## src/rtl/cronometro_memoria_n_if.sv

```systemverilog
// Front-panel bundle for the lap stopwatch: switches/keys in, display and status out.
// Module-side ports follow the slave modport; the bench drives through master.
interface cronometro_memoria_n_if #(
    parameter int unsigned DEPTH = 8
);
    localparam int unsigned AW = $clog2(DEPTH);

    logic          SW_RUN;
    logic          SW_DISPLAY_MODE;
    logic          KEY_WRITE;
    logic          KEY_READ;
    logic          KEY_CLEAR;
    logic [23:0]   display_bcd;
    logic [AW:0]   lap_count;
    logic [AW-1:0] read_index;
    logic          mem_full;
    logic          mem_empty;
    logic          wr_rejected;
    logic          time_wrapped;

    modport master (
        output SW_RUN, SW_DISPLAY_MODE, KEY_WRITE, KEY_READ, KEY_CLEAR,
        input  display_bcd, lap_count, read_index, mem_full, mem_empty, wr_rejected, time_wrapped
    );

    modport slave (
        input  SW_RUN, SW_DISPLAY_MODE, KEY_WRITE, KEY_READ, KEY_CLEAR,
        output display_bcd, lap_count, read_index, mem_full, mem_empty, wr_rejected, time_wrapped
    );
endinterface

```

## src/rtl/cronometro_memoria_n.sv

```systemverilog
// BCD stopwatch (mm:ss.cc) with a DEPTH-slot lap memory, read back oldest-first.
// Keys are synchronized and edge-detected; lap data comes from a synchronous-read array.
module cronometro_memoria_n #(
    parameter int unsigned CLK_DIV   = 500000,
    parameter int unsigned DEPTH     = 8,
    parameter bit          OVERWRITE = 1'b0
) (
    input logic                   CLOCK_50,
    input logic                   KEY_RESET,
    cronometro_memoria_n_if.slave bus
);
    localparam int unsigned AW = $clog2(DEPTH);
    localparam int unsigned PW = $clog2(CLK_DIV);
    localparam logic [PW-1:0] PRESC_MAX = PW'(CLK_DIV - 1);
    localparam logic [23:0] DIGIT_MAX = 24'h595999;

    logic [1:0]    r_rst_sync;
    logic          w_rst_n;
    logic [2:0]    w_key_in;
    logic [2:0]    r_key_s1;
    logic [2:0]    r_key_s2;
    logic [2:0]    r_key_prev;
    logic [1:0]    r_sync_vld;
    logic [2:0]    w_pulse;
    logic          w_wr;
    logic          w_rd;
    logic          w_clr;
    logic [PW-1:0] r_presc;
    logic          w_tick;
    logic [23:0]   r_time;
    logic [23:0]   w_time_next;
    logic          w_carry;
    logic          w_wrap;
    logic [AW-1:0] r_wr_ptr;
    logic [AW-1:0] r_old_ptr;
    logic [AW-1:0] r_rd_idx;
    logic [AW:0]   r_count;
    logic          r_wr_rej;
    logic          r_wrapped;
    logic          w_full;
    logic          w_empty;
    logic          w_store;
    logic          w_rd_last;
    logic [AW-1:0] w_rd_addr;
    logic [23:0]   r_mem [DEPTH];
    logic [23:0]   r_rd_data;

    // Asynchronous assertion, release aligned to CLOCK_50.
    always_ff @(posedge CLOCK_50 or negedge KEY_RESET) begin
        if (!KEY_RESET) r_rst_sync <= '0;
        else            r_rst_sync <= {r_rst_sync[0], 1'b1};
    end
    assign w_rst_n = r_rst_sync[1];

    assign w_key_in = {bus.KEY_CLEAR, bus.KEY_READ, bus.KEY_WRITE};

    // The edge register only arms once the synchronizer holds real samples, so a key
    // held through reset cannot fake a press on release.
    always_ff @(posedge CLOCK_50 or negedge w_rst_n) begin
        if (!w_rst_n) begin
            r_key_s1   <= '1;
            r_key_s2   <= '1;
            r_key_prev <= '0;
            r_sync_vld <= '0;
        end else begin
            r_key_s1   <= w_key_in;
            r_key_s2   <= r_key_s1;
            r_sync_vld <= {r_sync_vld[0], 1'b1};
            r_key_prev <= r_sync_vld[1] ? r_key_s2 : '0;
        end
    end

    assign w_pulse = r_key_prev & ~r_key_s2;
    assign w_wr    = w_pulse[0];
    assign w_rd    = w_pulse[1];
    assign w_clr   = w_pulse[2];

    assign w_tick = bus.SW_RUN && (r_presc == PRESC_MAX);

    always_ff @(posedge CLOCK_50 or negedge w_rst_n) begin
        if (!w_rst_n)        r_presc <= '0;
        else if (bus.SW_RUN) r_presc <= w_tick ? '0 : r_presc + 1'b1;
    end

    // Ripple carry through the six BCD digits, least significant first.
    always_comb begin
        w_time_next = r_time;
        w_carry     = w_tick;
        for (int i = 0; i < 6; i++) begin
            if (w_carry) begin
                if (r_time[4*i +: 4] == DIGIT_MAX[4*i +: 4]) begin
                    w_time_next[4*i +: 4] = 4'd0;
                end else begin
                    w_time_next[4*i +: 4] = r_time[4*i +: 4] + 4'd1;
                    w_carry = 1'b0;
                end
            end
        end
        w_wrap = w_carry;
    end

    always_ff @(posedge CLOCK_50 or negedge w_rst_n) begin
        if (!w_rst_n) r_time <= '0;
        else          r_time <= w_time_next;
    end

    assign w_full    = (r_count == (AW + 1)'(DEPTH));
    assign w_empty   = (r_count == '0);
    assign w_store   = w_wr && !w_clr && (!w_full || OVERWRITE);
    assign w_rd_last = ({1'b0, r_rd_idx} == (r_count - 1'b1));
    assign w_rd_addr = r_old_ptr + r_rd_idx;

    always_ff @(posedge CLOCK_50 or negedge w_rst_n) begin
        if (!w_rst_n) begin
            r_wr_ptr  <= '0;
            r_old_ptr <= '0;
            r_rd_idx  <= '0;
            r_count   <= '0;
            r_wr_rej  <= 1'b0;
            r_wrapped <= 1'b0;
        end else begin
            r_wr_rej <= 1'b0;
            if (w_wrap) r_wrapped <= 1'b1;
            if (w_clr) begin
                r_wr_ptr  <= '0;
                r_old_ptr <= '0;
                r_rd_idx  <= '0;
                r_count   <= '0;
                r_wrapped <= 1'b0;
            end else begin
                if (w_store) begin
                    r_wr_ptr <= r_wr_ptr + 1'b1;
                    if (w_full) r_old_ptr <= r_old_ptr + 1'b1;
                    else        r_count   <= r_count + 1'b1;
                end
                if (w_wr && w_full && !OVERWRITE) r_wr_rej <= 1'b1;
                // Wrap is judged against the count before any same-cycle write.
                if (w_rd && !w_empty) r_rd_idx <= w_rd_last ? '0 : r_rd_idx + 1'b1;
            end
        end
    end

    always_ff @(posedge CLOCK_50) begin
        if (w_store) r_mem[r_wr_ptr] <= r_time;
        r_rd_data <= r_mem[w_rd_addr];
    end

    assign bus.display_bcd  = bus.SW_DISPLAY_MODE ? r_time : (w_empty ? 24'h0 : r_rd_data);
    assign bus.lap_count    = r_count;
    assign bus.read_index   = r_rd_idx;
    assign bus.mem_full     = w_full;
    assign bus.mem_empty    = w_empty;
    assign bus.wr_rejected  = r_wr_rej;
    assign bus.time_wrapped = r_wrapped;
endmodule

```

## src/flat_wrapper.sv

```systemverilog
// flat-port wrapper written by rule: the top's interface ports become plain ports
module cronometro_memoria_n_flat 
#(
    parameter int unsigned CLK_DIV   = 500000,
    parameter int unsigned DEPTH     = 8,
    parameter bit          OVERWRITE = 1'b0
)
  (CLOCK_50, KEY_RESET, bus_SW_RUN, bus_SW_DISPLAY_MODE, bus_KEY_WRITE, bus_KEY_READ, bus_KEY_CLEAR, bus_display_bcd, bus_lap_count, bus_read_index, bus_mem_full, bus_mem_empty, bus_wr_rejected, bus_time_wrapped);
  cronometro_memoria_n_if #(.DEPTH(DEPTH)) bus_i ();
  input logic CLOCK_50;
  input logic KEY_RESET;
  input wire logic [$bits(bus_i.SW_RUN)-1:0] bus_SW_RUN;
  input wire logic [$bits(bus_i.SW_DISPLAY_MODE)-1:0] bus_SW_DISPLAY_MODE;
  input wire logic [$bits(bus_i.KEY_WRITE)-1:0] bus_KEY_WRITE;
  input wire logic [$bits(bus_i.KEY_READ)-1:0] bus_KEY_READ;
  input wire logic [$bits(bus_i.KEY_CLEAR)-1:0] bus_KEY_CLEAR;
  output wire logic [$bits(bus_i.display_bcd)-1:0] bus_display_bcd;
  output wire logic [$bits(bus_i.lap_count)-1:0] bus_lap_count;
  output wire logic [$bits(bus_i.read_index)-1:0] bus_read_index;
  output wire logic [$bits(bus_i.mem_full)-1:0] bus_mem_full;
  output wire logic [$bits(bus_i.mem_empty)-1:0] bus_mem_empty;
  output wire logic [$bits(bus_i.wr_rejected)-1:0] bus_wr_rejected;
  output wire logic [$bits(bus_i.time_wrapped)-1:0] bus_time_wrapped;
  assign bus_i.SW_RUN = bus_SW_RUN;
  assign bus_i.SW_DISPLAY_MODE = bus_SW_DISPLAY_MODE;
  assign bus_i.KEY_WRITE = bus_KEY_WRITE;
  assign bus_i.KEY_READ = bus_KEY_READ;
  assign bus_i.KEY_CLEAR = bus_KEY_CLEAR;
  assign bus_display_bcd = bus_i.display_bcd;
  assign bus_lap_count = bus_i.lap_count;
  assign bus_read_index = bus_i.read_index;
  assign bus_mem_full = bus_i.mem_full;
  assign bus_mem_empty = bus_i.mem_empty;
  assign bus_wr_rejected = bus_i.wr_rejected;
  assign bus_time_wrapped = bus_i.time_wrapped;
  cronometro_memoria_n #(.CLK_DIV(CLK_DIV), .DEPTH(DEPTH), .OVERWRITE(OVERWRITE)) u_core (.CLOCK_50(CLOCK_50), .KEY_RESET(KEY_RESET), .bus(bus_i));
endmodule
```

## config.mk

```make
export PLATFORM = sky130hd
export DESIGN_NAME = cronometro_memoria_n_flat
export DESIGN_NICKNAME = d
export VERILOG_FILES = /design/src/rtl/cronometro_memoria_n_if.sv /design/src/rtl/cronometro_memoria_n.sv /design/src/flat_wrapper.sv
export SDC_FILE = /design/constraint.sdc
export NUM_CORES = 1
export LEC_CHECK = 0
export BUFFER_PORTS_ARGS = -buffer_cell sky130_fd_sc_hd__buf_4
export CORE_UTILIZATION = 45
export CTS_CLUSTER_DIAMETER = 60
export CTS_CLUSTER_SIZE = 14
export DETAILED_ROUTE_END_ITERATION = 8
export GPL_ROUTABILITY_DRIVEN = 0
export PLACE_DENSITY = 0.71
export SYNTH_ARGS = -nofsm -noshare
export SYNTH_HDL_FRONTEND = slang
export SYNTH_SLANG_ARGS = --single-unit
```

## constraint.sdc

```tcl
create_clock -name CLOCK_50 -period 2.34 [get_ports CLOCK_50]
set_clock_uncertainty 0.2 [all_clocks]
set_input_delay 0 -clock CLOCK_50 [delete_from_list [all_inputs] [get_ports CLOCK_50]]
set_output_delay 0 -clock CLOCK_50 [all_outputs]
set_load 0.02 [all_outputs]
```

==> qor.txt <==
dpl cells - 1174
placed wire-length estimate - 14.6 mm
fin crit share - 104%
critical path peak fanout - 16
Worst Setup End Kind - flip-flop
Sink Count - 287
Setup WS post-layout - -0.0882 ns
Clock Tree Buf Depth - 3
commonest cells after routing, fill and taps aside - edfxtp_1 (192), buf_4 (84), dfrtp_1 (61)
Cell Rows - 57
Clock Pin Slew Worst Setup and Hold Paths - 0.07 ns
Async SR Flop Fraction - 24.7%
crit path kind - reg -> reg
status - complete, but fails checks
EDFF count, synth - 192
Iteration-0 DRC Markers - 458
# DRC - 0
Final Util - 58.4%
Slew headroom - 50.8%
Die X - 161 um
P per Cell Area - 882 nW/um^2
most common cell after layout, fill and taps aside - edfxtp_1
share of cells above drive strength 1 - 30.3%
H-tree levels - 1
num ports - 42
Starting Density - 46.4%
Max Clock Freq - 412 MHz
drt pass-1 iters - 4
final non-filler cell total - 1240
vias - 6707
Hold WC Path Type - in -> reg
WL final - 23.9 mm
diode count - 0
CTS buffer count - 25
Synth warnings - 0
largest net degree at the start of global routing - 49
LEAKAGE - 5.93 nW
Final min period - 2.43 ns
antenna-violating nets left - 0
Fillers - 1866
Final Max Tran Viols - 0
unrepaired setup endpoints after global routing - true
critical path data arrival time - 2.67 ns
Die Y - 161 um
initial antenna violation count - 0
Core ar. - 24600 sq um
critical path startpoint category - flip-flop
failing checks - setup timing
Max Cap Viol - 0
DR WL/cell - 19.3 um
Worst-Margin Slew - 0.738 ns
first-pass GRT wire length - 37.0 mm
Worst Path Required - 2.58 ns
Root Driver - clkbuf_16
TritonCTS clock tree - built
final hold slack - 0.0583 ns
worst slack, placed - -0.126 ns
Yosys reg bits - 287
most used flip-flop cell after synthesis - edfxtp_1
Port Buffers - 41
Final Hold Vio Count - 0
Layout area overhead - 25.7%
GRT Residual Overflow - 0
Syn Inst Count - 761
final setup vio count - 22
Clk Latency, worst-skew pair - 0.54 ns
Final Power - 0.0127 W
Avg Cell Area, Syn - 15.0 sq um
cell area after synthesis - 11400 sq um
Total GRT Usage - 18.4%
Via density - 5.41
Unique masters post-synth - 59
nets - 912
register area share after synthesis - 70.3%
vias in the first global route - 6910
maximum vdd drop - 0.562 mV
die footprint - 26000 sq um
where the power goes:
group	internal (W)	switching [W]	leakage, nW	total (W)
logic	0.00142	0.00147	2.47	0.00289
registers	0.00570	0.000227	3.10	0.00592
clock network	0.00206	0.00179	0.352	0.00385
flip-flops by register name, indices dropped and copies added, names as in the netlist:
name	cells
u_core.r_mem	192
u_core.r_rd_data	24
u_core.r_time	24
u_core.r_presc	19
u_core.bus.lap_count	4
u_core.bus.read_index	3
u_core.r_key_prev	3
u_core.r_key_s1	3
u_core.r_key_s2	3
u_core.r_old_ptr	3
u_core.r_wr_ptr	3
u_core.r_rst_sync	2
u_core.r_sync_vld	2
u_core.bus.time_wrapped	1
u_core.bus.wr_rejected	1
worst paths after layout:
kind                                           from                   end  slack (ns)  depth (start not counted)
setup / recovery           u_core.bus.read_index[0]  u_core.r_rd_data[13]       -0.09                          8
hold / removal                           bus_SW_RUN     u_core.r_presc[1]        0.06                          3
setup reg to reg           u_core.bus.read_index[0]  u_core.r_rd_data[13]       -0.09                          8
hold reg to reg                u_core.r_rst_sync[1]   u_core.r_old_ptr[2]        0.08                          1
max in group asynchronous      u_core.r_rst_sync[1]    u_core.r_key_s2[2]        1.43                          1
min in group asynchronous      u_core.r_rst_sync[1]   u_core.r_old_ptr[2]        0.08                          1
layer usage:
layer	vias to the layer above	routed length [um]	share of wire [%]	track usage (%)
met3	49	964	4.0	2.57
met2	137	12300	52	32.5
li1	3137	-	-	-
met4	0	636	2.7	6.69
met5	-	0	0	0
met1	3384	9970	42	22.9
cells by family after synthesis:
| logic type | count (synthesis) | synth area share (%) |
|---|---|---|
| buf+inv | 46 | 1.72 |
| fa+ha+maj | 8 | 0.942 |
| other cells | 1 | 0.0328 |
| xor+xnor | 33 | 2.53 |
| flops | 287 | 70.3 |
| compound gates | 82 | 4.64 |
| mux | 77 | 9.40 |
| simple gates | 227 | 10.4 |
timing repair:
item / CTS / global route
endpoints found under the hold margin: 15 / 0
hold buffers: 9 / 0
cloned: 0 / 3
setup endpoints to repair: 111 / 90
setup buffers: 2 / 6
gates resized for setup: 18 / 109
pin swaps: 3 / 29
layout make-up:
type / instances / area (sq um) / area share (%)
Sequential cell: 287 / 8040 / 55.9
Clock buffer: 43 / 703 / 4.90
Multi-Input combinational cell: 429 / 3650 / 25.4
Timing Repair Buffer: 141 / 1480 / 10.3
Clock inverter: 3 / 43.8 / 0.305
Tap cell: 324 / 405 / 2.82
Inverter: 13 / 48.8 / 0.340
per-stage QoR:
stage | area (sq um) | setup TNS, ns
after floorplan | 11600 | -70.14
after detailed placement | 13000 | -1.80
final | 14400 | -0.933
after global routing | 14400 | -4.98
after CTS | 13900 | -1.29
after global placement | 13000 | -0.431
synth_stat cells (12+ instances only):
cell type	count	area (sq um)
edfxtp_1	192	5770
nand2_1	84	315
dfrtp_1	65	1630
mux2i_1	51	510
nor2_1	45	169
o21ai_0	34	170
a221oi_1	24	210
dfxtp_1	24	480
mux4_2	24	541
xnor2_1	21	184
clkbuf_1	19	71.3
nand3_1	14	70.1
inv_1	12	45.0
nand4_1	12	75.1
xor2_1	12	105
critical path, stage by stage, from the launching register on:
cell	delay [ns]
dfrtp_2	0.42
ha_4	0.16
fa_2	0.34
xor2_2	0.18
xnor2_4	0.23
buf_12	0.20
buf_12	0.18
mux2i_1	0.09
a221oi_1	0.30
Power figures use the tool's default switching activity.
